$ cat config.mk
export PLATFORM = sky130hd
export DESIGN_NAME = ex3_to_bin_serial_flat
export DESIGN_NICKNAME = d
export VERILOG_FILES = /design/src/rtl/ex3_to_bin_serial_if.sv /design/src/rtl/ex3_to_bin_serial.sv /design/src/flat_wrapper.sv
export SDC_FILE = /design/constraint.sdc
export NUM_CORES = 1
export LEC_CHECK = 0
export CAP_MARGIN = 20
export CORE_ASPECT_RATIO = 2
export CORE_UTILIZATION = 35
export CTS_CLUSTER_SIZE = 14
export DETAILED_ROUTE_END_ITERATION = 7
export SYNTH_ARGS = -nofsm -noshare
export SYNTH_HDL_FRONTEND = slang
export SYNTH_SLANG_ARGS = --single-unit
$ cat constraint.sdc
create_clock -name clk -period 7 [get_ports clk]
set_clock_uncertainty 0.2 [all_clocks]
set_input_delay 1.05 -clock clk [delete_from_list [all_inputs] [get_ports clk]]
set_output_delay 1.05 -clock clk [all_outputs]
set_load 0.02 [all_outputs]
$ cat src/rtl/ex3_to_bin_serial_if.sv
// Digit-in / result-out handshake bundle for the excess-3 to binary decoder.
// The slave modport is the decoder; the master modport is its environment
// (digit source plus result consumer).
interface ex3_to_bin_serial_if #(
  parameter int OUT_W = 14
);
  // Digit stream (source -> decoder)
  logic             in_valid;
  logic             in_ready;
  logic [3:0]       in_code;
  logic             in_last;
  // Result stream (decoder -> consumer)
  logic             out_valid;
  logic             out_ready;
  logic [OUT_W-1:0] out_bin;
  logic             out_err;
  logic [2:0]       out_ndig;

  modport slave (
    input  in_valid, in_code, in_last, out_ready,
    output in_ready, out_valid, out_bin, out_err, out_ndig
  );

  modport master (
    output in_valid, in_code, in_last, out_ready,
    input  in_ready, out_valid, out_bin, out_err, out_ndig
  );
endinterface

$ cat src/rtl/ex3_to_bin_serial.sv
// Serial excess-3 to binary decoder. Accepts MSD-first excess-3 digits,
// accumulates acc*10 + digit, and presents one result per frame. A frame
// ends on in_last or on the NDIGITS-th digit. Illegal codes count as zero
// and raise a sticky error that travels with the frame's result.
// OUT_W must be wide enough for 10^NDIGITS - 1, so the accumulator never
// overflows.
module ex3_to_bin_serial #(
  parameter int NDIGITS = 4,
  parameter int OUT_W   = 14
) (
  input  logic                clk,
  input  logic                rst,
  ex3_to_bin_serial_if.slave  bus
);

  typedef enum logic {ACC, OUT} state_t;

  state_t           state_q, state_d;
  logic [OUT_W-1:0] acc_q, acc_d;
  logic [2:0]       cnt_q, cnt_d;
  logic             err_q, err_d;
  logic [OUT_W-1:0] out_bin_q, out_bin_d;
  logic             out_err_q, out_err_d;
  logic [2:0]       out_ndig_q, out_ndig_d;

  logic             in_ready;
  logic             accept;
  logic             illegal;
  logic [3:0]       digit;
  logic [OUT_W-1:0] acc_next;
  logic [2:0]       cnt_inc;
  logic             terminal;

  // Digit-path datapath: decode, accumulate, and frame-end detection.
  assign in_ready = (state_q == ACC) && !rst;
  assign accept   = bus.in_valid && in_ready;
  assign illegal  = (bus.in_code < 4'd3) || (bus.in_code > 4'd12);
  assign digit    = illegal ? 4'd0 : (bus.in_code - 4'd3);
  assign acc_next = acc_q * OUT_W'(10) + OUT_W'(digit);
  assign cnt_inc  = cnt_q + 3'd1;
  assign terminal = bus.in_last || (cnt_inc == 3'(NDIGITS));

  // Next-state and register-update logic for the ACC/OUT controller.
  always_comb begin
    // NOTE: every signal gets a default first so no path leaves it unassigned,
    // which would otherwise infer a latch.
    state_d    = state_q;
    acc_d      = acc_q;
    cnt_d      = cnt_q;
    err_d      = err_q;
    out_bin_d  = out_bin_q;
    out_err_d  = out_err_q;
    out_ndig_d = out_ndig_q;
    unique case (state_q)
      ACC: begin
        if (accept) begin
          if (terminal) begin
            state_d    = OUT;
            out_bin_d  = acc_next;
            out_err_d  = err_q || illegal;
            out_ndig_d = cnt_inc;
          end else begin
            acc_d = acc_next;
            cnt_d = cnt_inc;
            err_d = err_q || illegal;
          end
        end
      end
      OUT: begin
        if (bus.out_ready) begin
          state_d = ACC;
          acc_d   = '0;
          cnt_d   = '0;
          err_d   = 1'b0;
        end
      end
      default: state_d = ACC;
    endcase
  end

  // State and datapath registers with synchronous reset.
  always_ff @(posedge clk) begin
    // NOTE: sequential state uses non-blocking assignments so every register
    // samples pre-edge values regardless of statement order.
    if (rst) begin
      state_q    <= ACC;
      acc_q      <= '0;
      cnt_q      <= '0;
      err_q      <= 1'b0;
      out_bin_q  <= '0;
      out_err_q  <= 1'b0;
      out_ndig_q <= '0;
    end else begin
      state_q    <= state_d;
      acc_q      <= acc_d;
      cnt_q      <= cnt_d;
      err_q      <= err_d;
      out_bin_q  <= out_bin_d;
      out_err_q  <= out_err_d;
      out_ndig_q <= out_ndig_d;
    end
  end

  assign bus.in_ready  = in_ready;
  assign bus.out_valid = (state_q == OUT);
  assign bus.out_bin   = out_bin_q;
  assign bus.out_err   = out_err_q;
  assign bus.out_ndig  = out_ndig_q;

endmodule

$ cat src/flat_wrapper.sv
// flat-port wrapper written by rule: the top's interface ports become plain ports
module ex3_to_bin_serial_flat 
#(
  parameter int NDIGITS = 4,
  parameter int OUT_W   = 14
)
  (clk, rst, bus_in_valid, bus_in_code, bus_in_last, bus_out_ready, bus_in_ready, bus_out_valid, bus_out_bin, bus_out_err, bus_out_ndig);
  ex3_to_bin_serial_if #(.OUT_W(OUT_W)) bus_i ();
  input  logic clk;
  input  logic rst;
  input wire logic [$bits(bus_i.in_valid)-1:0] bus_in_valid;
  input wire logic [$bits(bus_i.in_code)-1:0] bus_in_code;
  input wire logic [$bits(bus_i.in_last)-1:0] bus_in_last;
  input wire logic [$bits(bus_i.out_ready)-1:0] bus_out_ready;
  output wire logic [$bits(bus_i.in_ready)-1:0] bus_in_ready;
  output wire logic [$bits(bus_i.out_valid)-1:0] bus_out_valid;
  output wire logic [$bits(bus_i.out_bin)-1:0] bus_out_bin;
  output wire logic [$bits(bus_i.out_err)-1:0] bus_out_err;
  output wire logic [$bits(bus_i.out_ndig)-1:0] bus_out_ndig;
  assign bus_i.in_valid = bus_in_valid;
  assign bus_i.in_code = bus_in_code;
  assign bus_i.in_last = bus_in_last;
  assign bus_i.out_ready = bus_out_ready;
  assign bus_in_ready = bus_i.in_ready;
  assign bus_out_valid = bus_i.out_valid;
  assign bus_out_bin = bus_i.out_bin;
  assign bus_out_err = bus_i.out_err;
  assign bus_out_ndig = bus_i.out_ndig;
  ex3_to_bin_serial #(.NDIGITS(NDIGITS), .OUT_W(OUT_W)) u_core (.clk(clk), .rst(rst), .bus(bus_i));
endmodule
# Word level (Yosys, flattened, before mapping)
# Index checks and enable logic that the tools add are counted.
[totals] regBits=37 input_bits=9 out_inout_bits=20 word_cells=43
[classes] add_sub_neg=3 mul=1 n_lt_le_gt_ge=2 eq_ne=4 n_mux=17 n_bitwise=1 reduce_logical=8
[ops] cell="$mux W14" n=3
[ops] cell="$pmux W14 S2" n=1
[ops] cell="$add A14 B4 Y14" n=1
[ops] cell="$mul A14 B3 Y13 const B" n=1
[ops] cell="$mux W3" n=3
[ops] cell="$mux W1" n=6
[ops] cell="$pmux W3 S2" n=1
[ops] cell="$reduce_and A3 Y1" n=2
[ops] cell="$gt A4 B4 Y1 const B" n=1
[ops] cell="$lt A4 B2 Y1 const B" n=1
[ops] cell="$mux W4" n=1
[ops] cell="$ne A2 B2 Y1 const B" n=2
[ops] cell="$pmux W1 S2" n=2
[ops] cell="$sub A4 B2 Y4 const B" n=1
[ops] cell="$add A3 B1 Y3 const B" n=1
[ops] cell="$eq A3 B3 Y1 const B" n=1
[ops] cell="$logic_or A1 B1 Y1" n=3
[ops] cell="$logic_and A1 B1 Y1" n=2
[ops] cell="$ne A2 B1 Y1 const B" n=1
[ops] cell="$logic_not A1 Y1" n=1
[ops] cell="$not A1 Y1" n=1

# Longest topological paths before layout
[logic_depth] ltp_word=7 depth_mapped=13 depth_no_buf=13

# Least setup slack after synthesis
# OpenSTA, ideal clock, no wires.
[synth_timing] kind="input to register" start="input port bus_in_code[0]" end="register u_core.out_bin_q[12] (netlist: u_core.bus.out_bin[12])" setup_time_ns=0.136 t_arrival_ns=3.247 required_time_ns=6.664 slack_ns=3.417 cell_stages=12 path_buffers=0 path_cell_list="ha_1 or3_1 o21ai_1 nor2_1 ha_1 a21o_1 a21oi_1 nor3b_1 nand3_1 nor4_2 xnor2_1 a211oi_2"
[synth_between] elab_chain_cells=4 word_cells_on_any_way=6 cone_classes="2 x add/sub; 2 x order compare; 1 x mux; 1 x reduce/logical"
[synth_lines] element="start, declared" line_no="flat_wrapper.sv:12" text="input wire logic [$bits(bus_i.in_code)-1:0] bus_in_code;"
[synth_lines] element="$lt A4 B2 Y1 or $gt A4 B4 Y1 (tied branches)" line_no="ex3_to_bin_serial.sv:37" text="assign illegal = (bus.in_code < 4'd3) || (bus.in_code > 4'd12);"
[synth_lines] element="$logic_or A1 B1 Y1" line_no="ex3_to_bin_serial.sv:37"
[synth_lines] element="$mux W4 *" line_no="ex3_to_bin_serial.sv:38" text="assign digit = illegal ? 4'd0 : (bus.in_code - 4'd3);"
[synth_lines] element="$add A14 B4 Y14 *" line_no="ex3_to_bin_serial.sv:39" text="assign acc_next = acc_q * OUT_W'(10) + OUT_W'(digit);"
[synth_lines] element="end signal, assigned" line_no="ex3_to_bin_serial.sv:98" text="out_bin_q <= out_bin_d;"
[synth_lines] element="end, declared" line_no="ex3_to_bin_serial.sv:22" text="logic [OUT_W-1:0] out_bin_q, out_bin_d;"
# Every way passes the cells marked *; elsewhere a longest branch is shown, timed or not.
# A chain may end at the register's enable or synchronous reset.

# Final worst setup path
# Same ends and word-level chain as after synthesis.

==> metrics.txt <==
layout cells sized above 1 8.156%; Worst-path clk slew 60 ps; Die Span Y 113.7 um; first-pass GRT wire length roughly 8500 um; HP Class reg -> reg; Ant. Diodes 0; Data required, critical path approximately 7000 ps; CP bufs+invs 1; cts-stage hold buffer count 0; Worst setup EP type flip-flop; static leakage 1.101 nW; R2R Setup Slk 3990 ps; Area growth syn-to-layout 22.36%; # port buffers 28; yosys warns 0; CP peak stage delay 490 ps; Net count, final 318; routability cong. 0.8373; R2R depth 10; initial cell density of the core between 30% and 40%; GR Util All Layers approximately 17%; Clock Latency Late Sink ~280 ps; Worst R2R End u_core.bus.out_bin[13]$_SDFFE_PP0P_; I/O Pins 29; final worst-path cycle share 60.47%; Setup crit start bus_in_code[0]; delay-heaviest family, CP simple AND/OR/NAND/NOR gates; post-synth top area cell dfxtp_1; most used cell, CP ha_1; post-synth net total just under 300; Slew @ Worst Pin roughly 780 ps; core area 6006 um2; critical path fanouts, max 7; routed len/inst 14.39 um; Post-Syn Area around 2200 um2; starting DRC count in detailed routing 77; clock sinks 36; vias per cell 5.359; final count of pins violating max slew 0; max_cap viols 0; setup TNS 0 ps; critical path endpoint u_core.bus.out_bin[12]$_SDFFE_PP0P_; largest net degree at the start of global routing 38; post-layout utilization of the core between 40% and 50%; vias in the first global route 1,796; Internal 0.3757 mW; drt drc 2; slew margin rel. a little under half; outcome finished with violations; violations in the final reports design-rule violations; Final Hold Fails 0; total grt overflow 0; initial antenna violation count 0; Crit-path slowest cell clkdlybuf4s50_1; number of post-CTS setup repair buffers 0; Root Buffer clkbuf_16; die span in x about 58 um; WL final 4966 um; fmax 236.2 MHz; post-cts resize count 0; power per cell area approximately 190 nW/um2; Fill cells between 600 and 700; worst reg2reg startpoint u_core.acc_q[1]$_SDFFE_PP0P_; top-area cell type share of the netlist area roughly a third; switching share of power 24.18%; number of CTS-inserted buffers 5; Syn Area/Cell 8.625 um2; die footprint 6573 um2; htree depth 2; Worst EP arrival 4230 ps; Routed Antenna Nets 0; # rows 40; Seq/Total Area, Yosys between 30% and 40%; post-synthesis register bit count 36; maximum vdd drop 0.00007837 V; Net Switching 0.1198 mW; Clk pwr share around 45%; Setup CP Type in -> reg; Seq pwr share a little over two fifths; Cells after Synth 253; most frequent cells in the layout nor2_1, dfxtp_1, clkdlybuf4s50_1; CP cell instances clkdlybuf4s50_1, ha_1, or3_1, o21ai_1, nor2_1, ha_1, a21o_1, a21oi_1, nor3b_1, nand3_1, nor4_2, xnor2_1, a211oi_2; CTS tree yes; Combinational Power Share 11.9%; Final min period 4233 ps; Vias 1,849; post-DP HPWL 3740 um; Final Setup Violations 0; DRT Pass-1 Iters 8; maximum clock path buffer count 2; main area contributors after synthesis dfxtp_1, ha_1, nor2_1, xnor2_1, a21oi_1; RSZ-0062 raised after global routing false; startpoint types primary input; critical path depth 13; Yosys cell types 39; hold_ws 253.0 ps
[power by group through the flow]
stage / sequential, mW / clock, mW / combinational, mW
floorplan: 0.223 / 0 / 0.0316
global placement: 0.219 / 0 / 0.0582
detailed placement: 0.219 / 0 / 0.0589
CTS: 0.214 / 0.228 / 0.0595
global route: 0.215 / 0.239 / 0.0653
finish: 0.214 / 0.223 / 0.0588
[synthesized netlist by cell type]
master / count
nand2_1: 26
clkbuf_1: 8
o21a_1: 1
mux2i_1: 1
a21oi_1: 21
and3_1: 3
or3_1: 2
xnor2_1: 13
nand4_1: 3
or2_2: 1
o2111ai_2: 1
o21ai_1: 4
ha_1: 26
and4_1: 1
xor2_1: 8
o21ai_0: 4
nor3b_2: 1
nor2b_2: 1
fa_1: 2
a211oi_2: 3
dfxtp_1: 36
nor4_2: 1
nor4b_2: 1
nand2b_1: 1
nand3_2: 1
nor3b_1: 1
a21o_1: 4
a21o_2: 1
a211oi_1: 7
buf_2: 1
nand3b_1: 4
nor3_1: 7
inv_1: 7
and3_2: 1
a2bb2oi_1: 2
a22oi_1: 8
nor2_1: 36
nand3_1: 3
a21oi_2: 1
[worst min-delay path by stage]
stage                                             startpoint                            endpoint  slack, ps  depth (start not counted)
after floorplan                u_core.acc_q[11]$_SDFFE_PP0P_       u_core.acc_q[11]$_SDFFE_PP0P_        260                          2
after global placement    u_core.bus.out_bin[1]$_SDFFE_PP0P_  u_core.bus.out_bin[1]$_SDFFE_PP0P_        240                          2
after detailed placement  u_core.bus.out_bin[1]$_SDFFE_PP0P_  u_core.bus.out_bin[1]$_SDFFE_PP0P_        250                          2
after CTS                 u_core.bus.out_bin[1]$_SDFFE_PP0P_  u_core.bus.out_bin[1]$_SDFFE_PP0P_        260                          2
after global routing      u_core.bus.out_bin[1]$_SDFFE_PP0P_  u_core.bus.out_bin[1]$_SDFFE_PP0P_        270                          2
final                     u_core.bus.out_bin[1]$_SDFFE_PP0P_  u_core.bus.out_bin[1]$_SDFFE_PP0P_        250                          2
[worst min-delay path: cells and delay by family, from the launching register on]
family	cells	cell delay [ps]
compound gates	1	50
flops	1	300
simple gates	1	50
[sequential cells by signal, summed over array words and instances, names as in the netlist]
name,count
u_core.acc_q,13
u_core.cnt_q,3
u_core.bus.out_bin,14
u_core.err_q,1
u_core.bus.out_err,1
u_core.bus.out_valid,1
u_core.bus.out_ndig,3
[cell families (layout without fill, tap and decap cells)]
group / after synthesis / in the layout / share of synthesized area, %
compound gates: 57 / 57 / 17.55
xor+xnor: 21 / 21 / 8.429
fa+ha+maj: 28 / 28 / 16.74
buf+inv: 16 / 45 / 2.810
flops: 36 / 36 / 33.03
mux: 1 / 1 / 0.4587
simple gates: 94 / 94 / 20.99
[final cells by class]
type / count / area [um2] / area share (%)
Timing Repair Buffer: 30 / 295.3 / 11.06
Inverter: 7 / 26.28 / 0.9841
Tap cell: 63 / 78.83 / 2.952
Clock buffer: 6 / 138.9 / 5.201
Sequential cell: 36 / 720.7 / 26.99
Clock inverter: 2 / 10.01 / 0.3749
Multi-Input combinational cell: 201 / 1400 / 52.44
[metal layers]
layer	vias to the layer above	wire (um)	global-route usage, %
li1	947	-	-
met5	-	0	0
met2	26	2771	31.72
met4	0	104	7.778
met1	870	2019	18.16
met3	6	70	1.587
[per-stage QoR]
step | std cells | worst slack (ps) | total power [mW] | cell area, um2
after detailed placement | 337 | 2500 | 0.2777 | 2521
after global placement | 337 | 2635 | 0.2768 | 2521
after global routing | 345 | 2501 | 0.5189 | 2670
after floorplan | 253 | 3417 | 0.2544 | 2182
final | 345 | 2767 | 0.4955 | 2670
after CTS | 345 | 2778 | 0.5018 | 2670
No activity file was read; power rests on OpenSTA's default activity.
